`config.mk`:
```
export PLATFORM = sky130hd
export DESIGN_NAME = sram_responder
export DESIGN_NICKNAME = d
export VERILOG_FILES = /design/src/rtl/sram_responder.sv
export SDC_FILE = /design/constraint.sdc
export NUM_CORES = 1
export LEC_CHECK = 0
export ABC_AREA = 1
export ABC_CLOCK_PERIOD_IN_PS = 3350
export BUFFER_PORTS_ARGS = -buffer_cell sky130_fd_sc_hd__buf_2
export CAP_MARGIN = 40
export CORE_UTILIZATION = 65
export DETAILED_ROUTE_END_ITERATION = 7
export PLACE_DENSITY = 0.91
export SLEW_MARGIN = 10
export SYNTH_ARGS = -nofsm -noshare
export SYNTH_HDL_FRONTEND = slang
export SYNTH_SLANG_ARGS = --single-unit
```
`constraint.sdc`:
```
create_clock -name clk -period 3.35 [get_ports clk]
set_input_delay 0.5025 -clock clk [delete_from_list [all_inputs] [get_ports clk]]
set_output_delay 0.5025 -clock clk [all_outputs]
set_load 0.02 [all_outputs]
```
`src/rtl/sram_responder.sv`:
```
// rtl/sram_responder.sv - SRAM bus target: cs/we/oe decode, self-clear, pipelined reads, error flags, access counters
module sram_responder #(
  parameter int ADDR_W = 5,
  parameter int DATA_W = 8,
  parameter int RD_LAT = 2
) (
  input  logic              clk,
  input  logic              reset,
  input  logic              cs_n,
  input  logic              we_n,
  input  logic              oe_n,
  input  logic [ADDR_W-1:0] addr,
  input  logic [DATA_W-1:0] data_in,
  output logic [DATA_W-1:0] data_out,
  output logic              rd_valid,
  output logic              busy,
  output logic              err,
  output logic              err_flag,
  output logic [7:0]        rd_count,
  output logic [7:0]        wr_count
);

  localparam int DEPTH   = 2 ** ADDR_W;
  // RD_LAT=1 returns straight from the array, so the pipe needs RD_LAT-1 stages (at least one declared)
  localparam int PIPE_N  = (RD_LAT > 1) ? RD_LAT - 1 : 1;
  localparam int OUT_IDX = (RD_LAT > 1) ? RD_LAT - 2 : 0;

  typedef enum logic {
    ST_CLEAR,
    ST_IDLE
  } state_t;

  state_t              state;
  logic [ADDR_W-1:0]   clr_ptr;
  logic [DATA_W-1:0]   mem [DEPTH];
  logic [PIPE_N-1:0]   pipe_v;
  logic [DATA_W-1:0]   pipe_d [PIPE_N];

  logic                wr_acc;
  logic                rd_acc;
  logic                ill_acc;
  logic                busy_hit;
  logic [DATA_W-1:0]   rd_word;
  logic                ret_v;
  logic [DATA_W-1:0]   ret_d;

  always_comb begin
    wr_acc   = 1'b0;
    rd_acc   = 1'b0;
    ill_acc  = 1'b0;
    busy_hit = 1'b0;
    if (state == ST_IDLE) begin
      wr_acc  = !cs_n && !we_n &&  oe_n;
      rd_acc  = !cs_n &&  we_n && !oe_n;
      ill_acc = !cs_n && !we_n && !oe_n;
    end else begin
      busy_hit = !cs_n;
    end
  end

  assign rd_word = mem[addr];

  always_comb begin
    ret_v = 1'b0;
    ret_d = '0;
    if (RD_LAT == 1) begin
      ret_v = rd_acc;
      ret_d = rd_word;
    end else begin
      ret_v = pipe_v[OUT_IDX];
      ret_d = pipe_d[OUT_IDX];
    end
  end

  // Array kept reset-free so it maps onto RAM; the CLEAR walk zeroes it instead
  always_ff @(posedge clk) begin
    if (state == ST_CLEAR) begin
      mem[clr_ptr] <= '0;
    end else if (wr_acc) begin
      mem[addr] <= data_in;
    end
  end

  always_ff @(posedge clk or posedge reset) begin
    if (reset) begin
      state    <= ST_CLEAR;
      clr_ptr  <= '0;
      busy     <= 1'b1;
      data_out <= '0;
      rd_valid <= 1'b0;
      err      <= 1'b0;
      err_flag <= 1'b0;
      rd_count <= 8'd0;
      wr_count <= 8'd0;
      pipe_v   <= '0;
      for (int i = 0; i < PIPE_N; i++) begin
        pipe_d[i] <= '0;
      end
    end else begin
      case (state)
        ST_CLEAR: begin
          clr_ptr <= clr_ptr + 1'b1;
          if (&clr_ptr) begin
            state <= ST_IDLE;
            busy  <= 1'b0;
          end
        end
        default: begin
          busy <= 1'b0;
        end
      endcase

      pipe_v[0] <= rd_acc;
      pipe_d[0] <= rd_word;
      for (int i = 1; i < PIPE_N; i++) begin
        pipe_v[i] <= pipe_v[i-1];
        pipe_d[i] <= pipe_d[i-1];
      end

      rd_valid <= ret_v;
      if (ret_v) begin
        data_out <= ret_d;
      end

      err <= ill_acc || busy_hit;
      if (ill_acc || busy_hit) begin
        err_flag <= 1'b1;
      end

      if (rd_acc && (rd_count != 8'hFF)) begin
        rd_count <= rd_count + 8'd1;
      end
      if (wr_acc && (wr_count != 8'hFF)) begin
        wr_count <= wr_count + 8'd1;
      end
    end
  end

endmodule

```
==> qor.yml, run 1 <==
power:
  p_total_mw: 8.16
  vdd_drop_max_mv: 0.475
  power.density_mw_per_mm2: 587
  p_leak_nw: 5.79
hold_path:
  hold_path_end: "pipe_v"
  min_from: "cs_n"
  hold_path_depth: 2
  hold_path_class: "input port to flip-flop"
cts:
  path_clk_slew_ps: 60
  cts_max_level: 1
  cts_tree: "built"
  root_buffer: "clkbuf_16"
  clk_latency_ps: 570
  cts_setup_buffers: 0
  ctsResizeCount: 0
  cts_buffers: 30
  cts.sink_count: 299
  clockBufferDepth: 3
  cts_hold_buf: 1
floorplanning:
  chipWidth_um: 140
  io_pins: 46
  dieArea_sq_mm: 0.0197
  start_util_pct: 66.4
  rows: 50
  coreArea_sq_mm: 0.0187
  die_y_um: 140
global_route:
  grt_pass1_wl_um: 46400
  overflow: 0
  grt_max_degree: 129
  grt_pass1_vias: 8467
  antenna_found_initial: 0
  track_usage_pct: 31.6
timing:
  fin_skew_ps: 29.9
  setup_viol: 0
  hold_violations: 0
  whs_ps: 188
  fin_tns_setup_ps: 0
  finalMaxSlewViolations: 0
  fmax_mhz: 365
  fin_crit_sh_pct: 81.7
  layout_min_cycle_time_ps: 2740
  tightest_slew_ps: 703
  rsz0062_at_grt: "false"
  timing.slew.headroom_pct: 53.2
route:
  vias: 8809
  routedWlPerCell_um: 21.4
  routed_via_density: 6.26
  firstDrtPassIters: 8
  drc: 0
  drtIter0Drc: 1385
  drt_wl_total_um: 30100
  ant_nets: 0
final_layout:
  final_cells: 1408
  drive_gt1_share_pct: 13.6
  antenna-diode-count: 0
  fillers: 1042
  area_delta_synth_final_pct: 11.9
  final_nets: 1172
critical_path:
  cp.arrival_ps: 2910
  reg2regPathDepth: 4
  worstSetupPathType: "flip-flop to flip-flop"
  ff2ff_setup_slack_ps: 610
  rr_endpoint: "mem[13][4]"
  end_kind: "flip-flop"
  cp_data_required_time_ps: 3530
  crit_path_start_kind: "flip-flop"
  timing.rr.start: "state"
  crit_fanout: 17
yosys:
  synth_common_cells: "nand2_1 (408), edfxtp_1 (256), nand3_1 (196)"
  syn_avg_cell_area_sq_um: 11.2
  synth_edf_count: 256
  synth_area_sq_mm: 0.0124
  syn_nets: 1132
  ys_ff_latch: 299
  netlist_top_cells_area: "edfxtp_1 (62%), nand2_1 (12%), dfrtp_1 (8.5%)"
  yosysTopAreaCellShare_pct: 61.9
  synth-async-reset-ratio_pct: 14.4
  ys.flop_type: "edfxtp_1"
  syn-instance-count: 1110
  ys_types: 33
  yosysTopAreaCell: "edfxtp_1"
  yosys_warnings: 0
  synth.most_common_cell: "nand2_1"
  ys_seq_area_share_pct: 70.6
placed_design:
  place.gp.congestion: 0.894
  portBuffers: 45
  dpl.hpwl_um: 17900
  dp_cells: 1351
flow_run:
  cap_violations: 0
run_status:
  status: "complete, no violations"
## final cells by class
cell class	count	area [sq um]	share of cell area, %
clock buffer	43	863	6.21
sequential	299	8760	63.1
clock inverter	13	161	1.16
tap	234	293	2.11
multi-input combinational	718	3260	23.5
inverter	38	144	1.04
timing repair buffer	63	410	2.95
## per-layer routing
metal / GRT usage [%] / wire length [um] / vias up
met1: 42.4 / 11100 / 4115
met5: 0 / 0 / -
met3: 7.11 / 3740 / 117
li1: - / - / 3857
met2: 49.3 / 13900 / 720
met4: 15.8 / 1330 / 0
## where the power goes
group | switching [mW] | internal [mW]
Clock | 1.38 | 2.03
Sequential | 0.0643 | 4.08
Combinational | 0.421 | 0.176
## worst max-delay path, stage by stage (launching register included)
cell and delay, ps:
dfrtp_1 500, nand3_4 330, o21ai_1 410, nand2_1 440
nor2_1 660
## flip-flops by register name (all words and copies together) (netlist names)
name	flops
mem	256
data_out	8
pipe_d	8
rd_count	8
wr_count	8
clr_ptr	5
busy	1
err	1
err_flag	1
pipe_v	1
rd_valid	1
state	1
## through the flow
step	instance area [sq um]	utilization [%]	worst slack, ps
after global placement	12800	68.5	644
after CTS	13900	74.3	658
after floorplan	12400	-	1320
final	13900	74.3	612
after global routing	13900	74.3	503
after detailed placement	12900	68.8	528
## worst max path at each step
stage,start,endpoint,slack [ps],cells after the start
after detailed placement,cs_n,mem[13][7],530,8
final,state,mem[13][4],610,4
after floorplan,cs_n,mem[0][0],1320,4
after global placement,cs_n,mem[5][2],640,8
after CTS,state,mem[13][4],660,4
after global routing,state,mem[13][4],500,4
## placed cells by master, fill, tap and decap left out, types with 7 or more instances in the layout
cell type  count
clkbuf_16     30
nor2_1        44
edfxtp_1     256
clkinv_2       7
nand2_1      408
buf_2         44
nand3_1      196
inv_1         29
nor2_2        13
mux2_2         8
dfrtp_1       42
xor2_1        11
inv_2          7
buf_4         15
## cells by family (layout without fill, tap and decap cells)
logic type | count (synthesis) | in the layout | synth area share [%]
buffers and inverters | 93 | 157 | 3.32
flip-flops | 299 | 299 | 70.6
AND/OR/NAND/NOR | 678 | 678 | 23.2
multiplexers | 8 | 8 | 0.725
adder cells (fa/ha/maj) | 4 | 4 | 0.403
AO/OA/AOI/OAI | 14 | 14 | 0.806
XOR/XNOR | 14 | 14 | 0.987
Note: power is estimated with default switching activity, not from simulation.
==> run 2, diff against run 1 <==
Settings changed: ABC_CLOCK_PERIOD_IN_PS 3350 to 2400, CORE_UTILIZATION 65 to 56, PLACE_DENSITY 0.91 to 0.84.
Clock period 3.35 ns to 2.4 ns, I/O delays scaled along.
==> qor.yml, run 2 (synthesis results as in run 1) <==
run_status:
  status: "complete, no violations"
power:
  p_clk_share_pct: 39.8  # -2.0 points
  comb_power_share_pct: 7.6  # +0.3 points
  power.density_mw_per_mm2: 778  # +32%
  switching_share_pct: 22.8  # -0.067 points
  vdd_drop_max_mv: 0.661  # +39%
  pwr-share-seq_pct: 52.6  # +1.7 points
  p_sw_mw: 2.51  # +34%
  p_int_mw: 8.48  # +35%
  p_leak_nw: 5.93  # +2.4%
global_route:
  track_usage_pct: 25.6  # -6.0 points
  grt_pass1_wl_um: 43700  # -5.7%
  gr-max-usage-layer: "met2"
  met3_usage_pct: 5.27  # -1.8 points
  antenna_found_initial: 2  # +2
  met2_usage_pct: 42.5  # -6.8 points
  overflow: 0  # unchanged
  use_met1_pct: 32.4  # -10 points
  grt_max_degree: 129  # unchanged
  grt_pass1_vias: 8136  # -3.9%
critical_path:
  ff2ff_setup_slack_ps: 170  # -440 ps
  worstSetupPathType: "flip-flop to flip-flop"
  crit_family: "simple AND/OR/NAND/NOR gates"
  rr_endpoint: "mem[27][7]"
  timing.rr.start: "state"
  cpPeakStageDelay_ps: 620  # -40 ps
  crit_fanout: 8  # -9
  path_cells: "nand3_4, inv_2, nand2_1, o21ai_2, nor2_2, buf_4, nand2_2, nor2_1"
  reg2regPathDepth: 8  # +4
  end_kind: "flip-flop"
  crit_path_start_kind: "flip-flop"
  cp_data_required_time_ps: 2580  # -950 ps
  slowest_stage: "nor2_1"
  cp.buffers_inverters: 2  # +2
  cp.arrival_ps: 2400  # -510 ps
timing:
  tightest_slew_ps: 759  # +56.7 ps
  fmax_mhz: 449  # +23%
  fin_crit_sh_pct: 92.8  # +11 points
  setup_viol: 0  # unchanged
  finalMaxSlewViolations: 0  # unchanged
  fin_skew_ps: 10.2  # -19.7 ps
  layout_min_cycle_time_ps: 2230  # -511 ps
  timing.slew.headroom_pct: 49.2  # -4.0 points
  rsz0062_at_grt: "false"
  hold_violations: 0  # unchanged
  fin_tns_setup_ps: 0  # unchanged
route:
  vias: 8531  # -3.2%
  drtIter0Drc: 907  # -35%
  routedWlPerCell_um: 19.0  # -11%
  routed_via_density: 5.72  # -8.6%
  firstDrtPassIters: 6  # -2
  drc: 0  # unchanged
  ant_nets: 0  # unchanged
  drt_wl_total_um: 28400  # -5.8%
final_layout:
  antenna-diode-count: 0  # unchanged
  largest_register: "mem"
  final_common_cell: "nand2_1"
  final_nets: 1210  # +3.2%
  mostFrequentLayoutCells: "nand2_1 (408), edfxtp_1 (256), nand3_1 (196), buf_4 (51)"
  area_delta_synth_final_pct: 13.8
  largest_register_ffs: 256  # unchanged
  drive_gt1_share_pct: 15.3  # +1.7 points
  fin_area_sq_mm: 0.0141  # +1.7%
placed_design:
  portBuffers: 45  # unchanged
  place.gp.congestion: 0.858  # -4.1%
  place_area_sq_mm: 0.0132  # +2.6%
  dpl.hpwl_um: 17000  # -4.9%
cts:
  cts_tree: "built"
  cts.sink_count: 299  # unchanged
  path_clk_slew_ps: 60  # about the same
  root_buffer: "clkbuf_16"
  cts_setup_buffers: 0  # unchanged
  clk_latency_ps: 550  # -20 ps
  clockBufferDepth: 3  # unchanged
  cts_max_level: 1  # unchanged
  cts_buffers: 31  # +3.3%
hold_path:
  min_from: "we_n"
  hold_path_class: "input port to flip-flop"
  hold_path_end: "err"
  hold_path_depth: 4  # +2
floorplanning:
  chipWidth_um: 151  # +7.6%
  io_pins: 46  # unchanged
  dieArea_sq_mm: 0.0228  # +16%
  start_util_pct: 57.1  # -9.3 points
  coreArea_sq_mm: 0.0218  # +16%
  die_y_um: 151  # +7.6%
  rows: 54  # +8.0%
flow_run:
  cap_violations: 0  # unchanged
==> run 2: routing by layer <==
metal | share of wire [%] | up-vias
met5 | 0.095 | -
met4 | 4.3 | 4
met3 | 8.5 | 97
met2 | 49 | 451
met1 | 38 | 4051
li1 | - | 3928
==> run 2: stage by stage <==
stage	instances	worst slack, ps	util [%]	hold WS [ps]	power (mW)
2_1_floorplan	1110	488	-	352	6.41
5_1_grt	1492	31.9	65.0	157	11.3
6_report	1492	173	65.0	150	11.0
3_5_place_dp	1434	11.2	60.7	439	6.70
4_1_cts	1492	204	65.0	146	11.0
3_3_place_gp	1434	63.8	60.7	434	6.67
==> run 2: power by group through the flow <==
stage	Clock [mW]	Combinational [mW]	Sequential [mW]
after floorplan	0	0.437	5.97
after global placement	0	0.787	5.89
after detailed placement	0	0.816	5.89
after CTS	4.41	0.828	5.78
after global routing	4.60	0.917	5.79
final	4.38	0.831	5.78
==> run 2: how the worst max path moves through the flow <==
stage	startpoint	to	slack, ps	cells after the start
5_1_grt	state	mem[11][2]	30	8
6_report	state	mem[27][7]	170	8
3_3_place_gp	cs_n	mem[13][2]	60	8
3_5_place_dp	cs_n	mem[13][7]	10	8
4_1_cts	state	mem[13][2]	200	6
2_1_floorplan	state	mem[15][0]	490	9
==> run 2: timing repair <==
action,in CTS,in global routing
endpoints found under the hold margin,42,0
endpoints found under the setup margin,0,0
resized for setup,0,0
hold buffers,1,0
==> run 2: area by class of cell <==
| class | count | area [sq um] |
|---|---|---|
| inverters | 38 | 144 |
| well taps | 280 | 350 |
| fillers | 1537 | 7620 |
| repair buffers | 100 | 693 |
| flip-flops and latches | 299 | 8760 |
| clock buffers | 46 | 842 |
| multi-input cells | 718 | 3260 |
| clock inverters | 11 | 78.8 |
==> run 2: worst min-delay path: cells and delay by family <==
kind,cells,cell delay (ps)
simple gates,2,150
buf+inv,2,150
